<file path="config.mk">
export PLATFORM = sky130hd
export DESIGN_NAME = sbus_frame_decoder_flat
export DESIGN_NICKNAME = d
export VERILOG_FILES = /design/src/rtl/sbus_frame_decoder_if.sv /design/src/rtl/sbus_frame_decoder.sv /design/src/flat_wrapper.sv
export SDC_FILE = /design/constraint.sdc
export NUM_CORES = 1
export LEC_CHECK = 0
export ABC_AREA = 1
export CORE_MARGIN = 1
export CORE_UTILIZATION = 30
export DETAILED_ROUTE_END_ITERATION = 12
export SYNTH_ARGS = -nofsm -noshare
export SYNTH_HDL_FRONTEND = slang
export SYNTH_SLANG_ARGS = --single-unit
</file>
<file path="constraint.sdc">
create_clock -name clk -period 14.8 [get_ports clk]
set_input_delay 2.96 -clock clk [delete_from_list [all_inputs] [get_ports clk]]
set_output_delay 2.96 -clock clk [all_outputs]
set_load 0.02 [all_outputs]
</file>
<file path="src/rtl/sbus_frame_decoder_if.sv">
// ---------------------------------------------------------------------------
// sbus_if : bundles the SBUS receiver line and the decoded frame outputs.
//
//   rx_in       raw SBUS line driven by the board pin (asynchronous to clk)
//   ch_data     CH_NUM x 11-bit channel words, channel i at [11*i+10:11*i]
//   ch17, ch18  digital channels (flags byte bits 0 and 1)
//   frame_lost  flags byte bit 2 of the last good frame
//   failsafe    flags byte bit 3 of the last good frame
//   frame_valid one-cycle pulse per accepted frame
//   err_cnt     saturating count of rejected frames
//
// Modports:
//   master : line source / frame consumer side (drives rx_in)
//   slave  : the decoder (samples rx_in, drives the decoded outputs)
// ---------------------------------------------------------------------------
interface sbus_if #(
    parameter int CH_NUM = 16
);
    logic                 rx_in;
    logic [CH_NUM*11-1:0] ch_data;
    logic                 ch17;
    logic                 ch18;
    logic                 frame_lost;
    logic                 failsafe;
    logic                 frame_valid;
    logic [7:0]           err_cnt;

    modport master (
        output rx_in,
        input  ch_data, ch17, ch18, frame_lost, failsafe, frame_valid, err_cnt
    );

    modport slave (
        input  rx_in,
        output ch_data, ch17, ch18, frame_lost, failsafe, frame_valid, err_cnt
    );
endinterface

</file>
<file path="src/rtl/sbus_frame_decoder.sv">
// ---------------------------------------------------------------------------
// sbus_frame_decoder : SBUS (100 kbaud, 8E2, normally inverted) receiver.
//
// An oversampled byte receiver feeds a frame FSM that hunts for an idle gap,
// checks the 0x0F header, collects 22 payload bytes plus the flags byte into
// shadow registers, and on a valid footer copies everything to the outputs in
// a single cycle so consumers never see a partially updated frame.
//
// Ports:
//   clk   system clock
//   rst   asynchronous, active-high reset
//   bus   sbus_if.slave : rx_in in, decoded channels/flags/status out
//
// Parameters:
//   CLK_DIV   system clocks per SBUS bit (>= 16)
//   CH_NUM    channels exported (1..16)
//   INVERT    1 = line is inverted (standard SBUS), 0 = used as-is
//   GAP_BITS  idle bit times required before a header is accepted
//
// Build option:
//   SBUS_PARITY_CHECK_EN  when defined, even parity is checked on every byte
//                         and a parity failure rejects the frame.
// ---------------------------------------------------------------------------
module sbus_frame_decoder #(
    parameter int CLK_DIV  = 500,
    parameter int CH_NUM   = 16,
    parameter int INVERT   = 1,
    parameter int GAP_BITS = 30
) (
    input  logic   clk,
    input  logic   rst,
    sbus_if.slave  bus
);

    localparam int CNT_W   = $clog2(CLK_DIV);
    localparam int GAP_CYC = GAP_BITS * CLK_DIV;
    localparam int GAP_W   = $clog2(GAP_CYC + 1);
    localparam int CH_W    = CH_NUM * 11;

    // Raw pin level when the line is idle; the synchroniser resets to it so
    // reset release never looks like a start-bit edge.
    localparam logic RAW_IDLE = (INVERT != 0) ? 1'b0 : 1'b1;

`ifdef SBUS_PARITY_CHECK_EN
    localparam logic PAR_CHECK = 1'b1;
`else
    localparam logic PAR_CHECK = 1'b0;
`endif

    // Byte receiver states
    localparam logic [2:0] B_IDLE  = 3'd0;
    localparam logic [2:0] B_START = 3'd1;
    localparam logic [2:0] B_DATA  = 3'd2;
    localparam logic [2:0] B_PAR   = 3'd3;
    localparam logic [2:0] B_STOP1 = 3'd4;
    localparam logic [2:0] B_STOP2 = 3'd5;

    // Frame FSM states
    localparam logic [2:0] F_HUNT  = 3'd0;
    localparam logic [2:0] F_HDR   = 3'd1;
    localparam logic [2:0] F_PAY   = 3'd2;
    localparam logic [2:0] F_FLAG  = 3'd3;
    localparam logic [2:0] F_FOOT  = 3'd4;

    // ---------------- input synchroniser / edge detect ----------------
    logic rx_s1_q, rx_s2_q, line_prev_q;
    logic line, fall;

    assign line = (INVERT != 0) ? ~rx_s2_q : rx_s2_q;
    assign fall = line_prev_q & ~line;

    // ---------------- byte receiver ----------------
    logic [2:0]       b_state_q, b_state_d;
    logic [CNT_W-1:0] bit_cnt_q, bit_cnt_d;
    logic [2:0]       bit_idx_q, bit_idx_d;
    logic [7:0]       shreg_q, shreg_d;
    logic             perr_q, perr_d;
    logic             ferr_q, ferr_d;
    logic             sample;
    logic             byte_rdy;
    logic             rx_ferr;

    assign sample = (bit_cnt_q == '0);

    // Stop bit 2 is judged directly from the line in its sample cycle.
    assign rx_ferr = ferr_q | ~line;

    // NOTE: every signal assigned in an always_comb gets a default first, so
    // no path leaves it unassigned and no latch is inferred.
    always_comb begin
        b_state_d = b_state_q;
        bit_cnt_d = bit_cnt_q;
        bit_idx_d = bit_idx_q;
        shreg_d   = shreg_q;
        perr_d    = perr_q;
        ferr_d    = ferr_q;
        byte_rdy  = 1'b0;

        // Mid-bit sampling: reload a full bit period after every sample.
        if (b_state_q != B_IDLE) begin
            bit_cnt_d = sample ? CNT_W'(CLK_DIV - 1) : bit_cnt_q - 1'b1;
        end

        case (b_state_q)
            B_IDLE: begin
                if (fall) begin
                    b_state_d = B_START;
                    bit_cnt_d = CNT_W'(CLK_DIV / 2);
                end
            end
            B_START: begin
                if (sample) begin
                    if (line) begin
                        b_state_d = B_IDLE;     // glitch, not a real start bit
                    end else begin
                        b_state_d = B_DATA;
                        bit_idx_d = 3'd0;
                        ferr_d    = 1'b0;
                    end
                end
            end
            B_DATA: begin
                if (sample) begin
                    shreg_d   = {line, shreg_q[7:1]};   // LSB first
                    bit_idx_d = bit_idx_q + 3'd1;
                    if (bit_idx_q == 3'd7) b_state_d = B_PAR;
                end
            end
            B_PAR: begin
                if (sample) begin
                    // Even parity: data XOR parity must be 0.
                    perr_d    = PAR_CHECK & (^{shreg_q, line});
                    b_state_d = B_STOP1;
                end
            end
            B_STOP1: begin
                if (sample) begin
                    ferr_d    = ~line;
                    b_state_d = B_STOP2;
                end
            end
            B_STOP2: begin
                if (sample) begin
                    byte_rdy = 1'b1;
                    // An edge coinciding with this sample is the next start bit.
                    if (fall) begin
                        b_state_d = B_START;
                        bit_cnt_d = CNT_W'(CLK_DIV / 2);
                    end else begin
                        b_state_d = B_IDLE;
                    end
                end
            end
            default: b_state_d = B_IDLE;
        endcase
    end

    // ---------------- frame FSM ----------------
    logic [2:0]       f_state_q, f_state_d;
    logic [GAP_W-1:0] gap_cnt_q, gap_cnt_d;
    logic [4:0]       pay_idx_q, pay_idx_d;
    logic [175:0]     payload_q, payload_d;
    logic [3:0]       flags_sh_q, flags_sh_d;
    logic [CH_W-1:0]  ch_data_q, ch_data_d;
    logic [3:0]       flags_q, flags_d;
    logic             frame_valid_q, frame_valid_d;
    logic [7:0]       err_cnt_q, err_cnt_d;
    logic             reject;
    logic             byte_bad;

    assign byte_bad = rx_ferr | perr_q;

    always_comb begin
        f_state_d     = f_state_q;
        gap_cnt_d     = gap_cnt_q;
        pay_idx_d     = pay_idx_q;
        payload_d     = payload_q;
        flags_sh_d    = flags_sh_q;
        ch_data_d     = ch_data_q;
        flags_d       = flags_q;
        frame_valid_d = 1'b0;
        err_cnt_d     = err_cnt_q;
        reject        = 1'b0;

        case (f_state_q)
            F_HUNT: begin
                // Bytes seen while hunting are ignored; any activity restarts
                // the idle measurement.
                if (b_state_q == B_IDLE && line) begin
                    if (gap_cnt_q == GAP_W'(GAP_CYC - 1)) begin
                        f_state_d = F_HDR;
                        gap_cnt_d = '0;
                    end else begin
                        gap_cnt_d = gap_cnt_q + 1'b1;
                    end
                end else begin
                    gap_cnt_d = '0;
                end
            end
            F_HDR: begin
                if (byte_rdy) begin
                    if (byte_bad || shreg_q != 8'h0F) begin
                        reject = 1'b1;
                    end else begin
                        f_state_d = F_PAY;
                        pay_idx_d = 5'd0;
                    end
                end
            end
            F_PAY: begin
                if (byte_rdy) begin
                    if (byte_bad) begin
                        reject = 1'b1;
                    end else begin
                        // After 22 shifts payload byte k sits at [8k+7:8k].
                        payload_d = {shreg_q, payload_q[175:8]};
                        pay_idx_d = pay_idx_q + 5'd1;
                        if (pay_idx_q == 5'd21) f_state_d = F_FLAG;
                    end
                end
            end
            F_FLAG: begin
                if (byte_rdy) begin
                    if (byte_bad) begin
                        reject = 1'b1;
                    end else begin
                        flags_sh_d = shreg_q[3:0];
                        f_state_d  = F_FOOT;
                    end
                end
            end
            F_FOOT: begin
                if (byte_rdy) begin
                    if (!byte_bad && (shreg_q[3:0] == 4'h0 || shreg_q[3:0] == 4'h4)) begin
                        ch_data_d     = payload_q[CH_W-1:0];
                        flags_d       = flags_sh_q;
                        frame_valid_d = 1'b1;
                        f_state_d     = F_HDR;   // back-to-back frames need no gap
                    end else begin
                        reject = 1'b1;
                    end
                end
            end
            default: f_state_d = F_HUNT;
        endcase

        if (reject) begin
            f_state_d = F_HUNT;
            gap_cnt_d = '0;
            if (err_cnt_q != 8'hFF) err_cnt_d = err_cnt_q + 8'd1;
        end
    end

    // NOTE: sequential state uses non-blocking assignments only, so every
    // flop samples the pre-edge value of every other flop.
    always_ff @(posedge clk or posedge rst) begin
        if (rst) begin
            rx_s1_q       <= RAW_IDLE;
            rx_s2_q       <= RAW_IDLE;
            line_prev_q   <= 1'b1;
            b_state_q     <= B_IDLE;
            bit_cnt_q     <= '0;
            bit_idx_q     <= '0;
            shreg_q       <= '0;
            perr_q        <= 1'b0;
            ferr_q        <= 1'b0;
            f_state_q     <= F_HUNT;
            gap_cnt_q     <= '0;
            pay_idx_q     <= '0;
            payload_q     <= '0;
            flags_sh_q    <= '0;
            ch_data_q     <= '0;
            flags_q       <= 4'b1100;    // failsafe and frame_lost until a good frame
            frame_valid_q <= 1'b0;
            err_cnt_q     <= '0;
        end else begin
            rx_s1_q       <= bus.rx_in;
            rx_s2_q       <= rx_s1_q;
            line_prev_q   <= line;
            b_state_q     <= b_state_d;
            bit_cnt_q     <= bit_cnt_d;
            bit_idx_q     <= bit_idx_d;
            shreg_q       <= shreg_d;
            perr_q        <= perr_d;
            ferr_q        <= ferr_d;
            f_state_q     <= f_state_d;
            gap_cnt_q     <= gap_cnt_d;
            pay_idx_q     <= pay_idx_d;
            payload_q     <= payload_d;
            flags_sh_q    <= flags_sh_d;
            ch_data_q     <= ch_data_d;
            flags_q       <= flags_d;
            frame_valid_q <= frame_valid_d;
            err_cnt_q     <= err_cnt_d;
        end
    end

    assign bus.ch_data     = ch_data_q;
    assign bus.ch17        = flags_q[0];
    assign bus.ch18        = flags_q[1];
    assign bus.frame_lost  = flags_q[2];
    assign bus.failsafe    = flags_q[3];
    assign bus.frame_valid = frame_valid_q;
    assign bus.err_cnt     = err_cnt_q;

endmodule

</file>
<file path="src/flat_wrapper.sv">
// flat-port wrapper written by rule: the top's interface ports become plain ports
module sbus_frame_decoder_flat 
#(
    parameter int CLK_DIV  = 500,
    parameter int CH_NUM   = 16,
    parameter int INVERT   = 1,
    parameter int GAP_BITS = 30
)
  (clk, rst, bus_rx_in, bus_ch_data, bus_ch17, bus_ch18, bus_frame_lost, bus_failsafe, bus_frame_valid, bus_err_cnt);
  sbus_if #(.CH_NUM(CH_NUM)) bus_i ();
  input  logic clk;
  input  logic rst;
  input wire logic [$bits(bus_i.rx_in)-1:0] bus_rx_in;
  output wire logic [$bits(bus_i.ch_data)-1:0] bus_ch_data;
  output wire logic [$bits(bus_i.ch17)-1:0] bus_ch17;
  output wire logic [$bits(bus_i.ch18)-1:0] bus_ch18;
  output wire logic [$bits(bus_i.frame_lost)-1:0] bus_frame_lost;
  output wire logic [$bits(bus_i.failsafe)-1:0] bus_failsafe;
  output wire logic [$bits(bus_i.frame_valid)-1:0] bus_frame_valid;
  output wire logic [$bits(bus_i.err_cnt)-1:0] bus_err_cnt;
  assign bus_i.rx_in = bus_rx_in;
  assign bus_ch_data = bus_i.ch_data;
  assign bus_ch17 = bus_i.ch17;
  assign bus_ch18 = bus_i.ch18;
  assign bus_frame_lost = bus_i.frame_lost;
  assign bus_failsafe = bus_i.failsafe;
  assign bus_frame_valid = bus_i.frame_valid;
  assign bus_err_cnt = bus_i.err_cnt;
  sbus_frame_decoder #(.CLK_DIV(CLK_DIV), .CH_NUM(CH_NUM), .INVERT(INVERT), .GAP_BITS(GAP_BITS)) u_core (.clk(clk), .rst(rst), .bus(bus_i));
endmodule
</file>
==> run_results.csv <==
group,metric,value,unit
status,status,"complete, no violations",
worst_setup_path,cp_slowest_cell,"clkdlybuf4s50_1",
sta,slew_violations,0,
synthesis,synth_area_per_cell,9.26,µm²
finish,area_growth,24.7,%
finish,drive_above_1_share,5.76,%
synthesis,synth.distinct_cells,41,
routing,initialDrtViolationCount,867,
synthesis,synthMuxAreaShare,0,%
hold_path,min_path_type,"flip-flop to flip-flop",
place,numPortBuffers,191,
synthesis,ys_top_cells_by_area,"dfrtp_1 62%, nand2_1 11%, o21ai_1 9.1%, inv_1 5.0%, o21ai_0 2.6%",
worst_setup_path,path_buf_inv,1,
routing,wl_per_cell,14.0,µm
clocking,postCtsHoldBufs,0,
synthesis,synthSimpleGateAreaFrac,15.6,%
floorplan,io_pins,192,
synthesis,syn_area,16600,µm²
worst_setup_path,setup.worst_path.start,"u_core.flags_q[3]$_DFFE_PP1P_",
routing,drc,0,
synthesis,synth_seq_area_share,62.9,%
synthesis,synth_xor_xnor_area_share,0.789,%
synthesis,ys_seq_elements,418,
place,dp_hpwl,25400,µm
clocking,cts.path.max_buffers,3,
power_and_ir_drop,power_density,119,nW/µm²
clocking,cts_resized,0,
worst_setup_path,rr_startpoint,"u_core.bit_cnt_q[0]$_DFF_PP0_",
sta,skew,0.0279,ns
worst_setup_path,max_stage_delay,0.59,ns
worst_setup_path,cp.arrival,1.68,ns
global_routing,grt_pass1_vias,11800,
synthesis,synth_top_cell_by_area,"dfrtp_1",
routing,via_per_inst,4.41,
sta,setup-tns-final,0,ns
routing,drtAntennaViolNets,0,
job,drv_cap,0,
worst_setup_path,end_kind,"output port",
global_routing,grt_usage,13.6,%
synthesis,synth-compound-area-share,12.5,%
floorplan,rows,85,
synthesis,synth_top_area_share,62.4,%
sta,rsz0062_at_grt,"no",
clocking,cts-root-buf,"clkbuf_16",
worst_setup_path,crit_chain,"clkdlybuf4s50_1",
worst_setup_path,crit_type,"flip-flop to output port",
sta,hold_slack,0.357,ns
synthesis,synthAdderAreaFrac,0.526,%
synthesis,synth_top_family_by_area,"simple AND/OR/NAND/NOR gates",
worst_setup_path,path_max_fanout,2,
global_routing,grt_max_degree,167,
floorplan,dieArea,56400,µm²
global_routing,grt_pass1_wl,62100,µm
clocking,cts_tree,"built",
finish,antenna_cells,0,
worst_setup_path,path_delay_family,"buffers and inverters",
place,gp_congestion,0.774,
synthesis,syn_inst,1797,
clocking,numCtsBuffers,46,
sta,fin_crit,4.64,ns
global_routing,antenna_found_initial,0,
clocking,postCtsSetupRepairBufs,0,
sta,hold_violations,0,
power_and_ir_drop,ir_drop,0.0707,mV
floorplan,initial_core_util,30.6,%
finish,fin_nets,1972,
floorplan,core,54300,µm²
synthesis,synth_nets,1807,
clocking,clock-sinks,418,
floorplan,die_x,238,µm
sta,clock.fmax,0.216,GHz
clocking,htree_levels,2,
worst_setup_path,cp-start-kind,"flip-flop",
sta,fin_crit_sh,31.3,%
sta,setup_violations,0,
hold_path,hold_start,"u_core.rx_s1_q$_DFF_PP0_",
clocking,clock_latency,0.58,ns
sta,worst_slew_pin_slew,1.11,ns
routing,vias,12100,
routing,routed_wl,38400,µm
worst_setup_path,crit_required,11.84,ns
finish,num-fill-cells,5336,
floorplan,die_h,238,µm
power_and_ir_drop,p_leak,8.76,nW
clocking,cts.clk_slew.worst_paths,0.06,ns
global_routing,grt-ovfl-total,0,
sta,slew_headroom,25.8,%
routing,dr.pass1.iters,5,
synthesis,synth_warnings,0,
-- path summary, 6_finish.rpt --
| kind | to | slack (ns) | cells after the start |
|---|---|---|---|
| max in group asynchronous | u_core.payload_q[5]$_DFFE_PP0P_ | 10.33 | 3 |
| min in group asynchronous | u_core.bus.ch_data[107]$_DFFE_PP0P_ | 2.89 | 2 |
| max reg2reg | u_core.payload_q[150]$_DFFE_PP0P_ | 11.20 | 11 |
| min reg2reg | u_core.rx_s2_q$_DFF_PP0_ | 0.36 | 0 |
| max | bus_failsafe | 10.16 | 1 |
| min | u_core.rx_s2_q$_DFF_PP0_ | 0.36 | 0 |
-- cell usage after synthesis (all sizes together) --
| library cell | number |
|---|---|
| nor4 | 1 |
| a21o | 1 |
| xnor2 | 5 |
| nand3 | 41 |
| and3 | 1 |
| a22o | 1 |
| clkbuf | 11 |
| a21oi | 10 |
| nand2 | 514 |
| buf | 71 |
| o32ai | 1 |
| a21boi | 1 |
| o221ai | 2 |
| o21ai | 388 |
| dfstp | 3 |
| nand3b | 2 |
| or2 | 3 |
| clkinv | 1 |
| o211ai | 1 |
| nand4 | 17 |
| dfrtp | 415 |
| nor2 | 48 |
| xor2 | 10 |
| nor3b | 1 |
| ha | 7 |
| a31oi | 2 |
| o2111ai | 1 |
| nor3 | 6 |
| o31ai | 2 |
| inv | 230 |
-- flip-flops by register name, indices dropped and copies added, names as in the netlist, 3 cells and up --
name / cells
u_core.flags_q: 4
u_core.pay_idx_q: 5
u_core.bit_cnt_q: 9
u_core.payload_q: 176
u_core.flags_sh_q: 4
u_core.gap_cnt_q: 14
u_core.bus.err_cnt: 8
u_core.f_state_q: 3
u_core.bus.ch_data: 176
u_core.bit_idx_q: 3
u_core.shreg_q: 8
u_core.b_state_q: 3
-- placed cells by master (no fill, tap or decap), types with 5 or more instances in the layout --
| master | synthesis | final |
|---|---|---|
| nor2_1 | 43 | 43 |
| dfrtp_1 | 415 | 415 |
| buf_4 | 1 | 7 |
| inv_1 | 223 | 222 |
| o21ai_0 | 85 | 85 |
| clkbuf_8 | 0 | 12 |
| ha_1 | 7 | 7 |
| nand2_1 | 508 | 508 |
| xor2_1 | 10 | 10 |
| nand4_1 | 17 | 17 |
| clkbuf_16 | 0 | 47 |
| clkinv_2 | 1 | 9 |
| inv_2 | 7 | 7 |
| o21ai_1 | 303 | 303 |
| xnor2_1 | 5 | 5 |
| nand3_1 | 39 | 39 |
| clkdlybuf4s50_1 | 0 | 191 |
| clkbuf_1 | 11 | 6 |
| a21oi_1 | 10 | 10 |
-- through the flow --
step	setup slack, ns	util, %	instances	total power, mW	cell area (µm²)
2_1_floorplan	0.210	-	1797	1.28	16600
3_3_place_gp	9.70	35.3	2653	1.31	19200
3_5_place_dp	9.67	35.3	2653	1.31	19200
4_1_cts	10.12	38.2	2735	2.51	20800
5_1_grt	10.07	38.2	2735	2.58	20800
6_report	10.16	38.2	2735	2.47	20800
-- cell type report --
class	count	area [µm²]	area share [%]
flip-flops and latches	418	10500	50.4
multi-input cells	1066	4920	23.7
repair buffers	199	1980	9.56
clock buffers	65	1360	6.57
well taps	739	925	4.46
inverters	231	876	4.22
clock inverters	17	215	1.04
-- cells by family (layout without fill, tap and decap cells) --
logic type / count (synthesis) / in the layout
compound gates: 410 / 410
buf+inv: 313 / 512
xor+xnor: 15 / 15
simple gates: 634 / 634
fa+ha+maj: 7 / 7
flops: 418 / 418
-- power breakdown --
group | internal, mW | total [mW] | switching [mW] | leakage (nW)
combinational | 0.0322 | 0.119 | 0.0871 | 2.18
sequential | 1.16 | 1.17 | 0.0130 | 5.80
clock | 0.711 | 1.18 | 0.466 | 0.775
total | 1.90 | 2.47 | 0.566 | 8.76
-- layer usage --
layer  vias to the layer above  GRT usage [%]  share of wire [%]
met2                       212           21.9                 46
met5                         -              0                  0
li1                       6047              -                  -
met4                         0           3.26                1.6
met3                        45           3.16                4.7
met1                      5754           18.5                 48
Note: power is estimated with default switching activity, not from simulation.
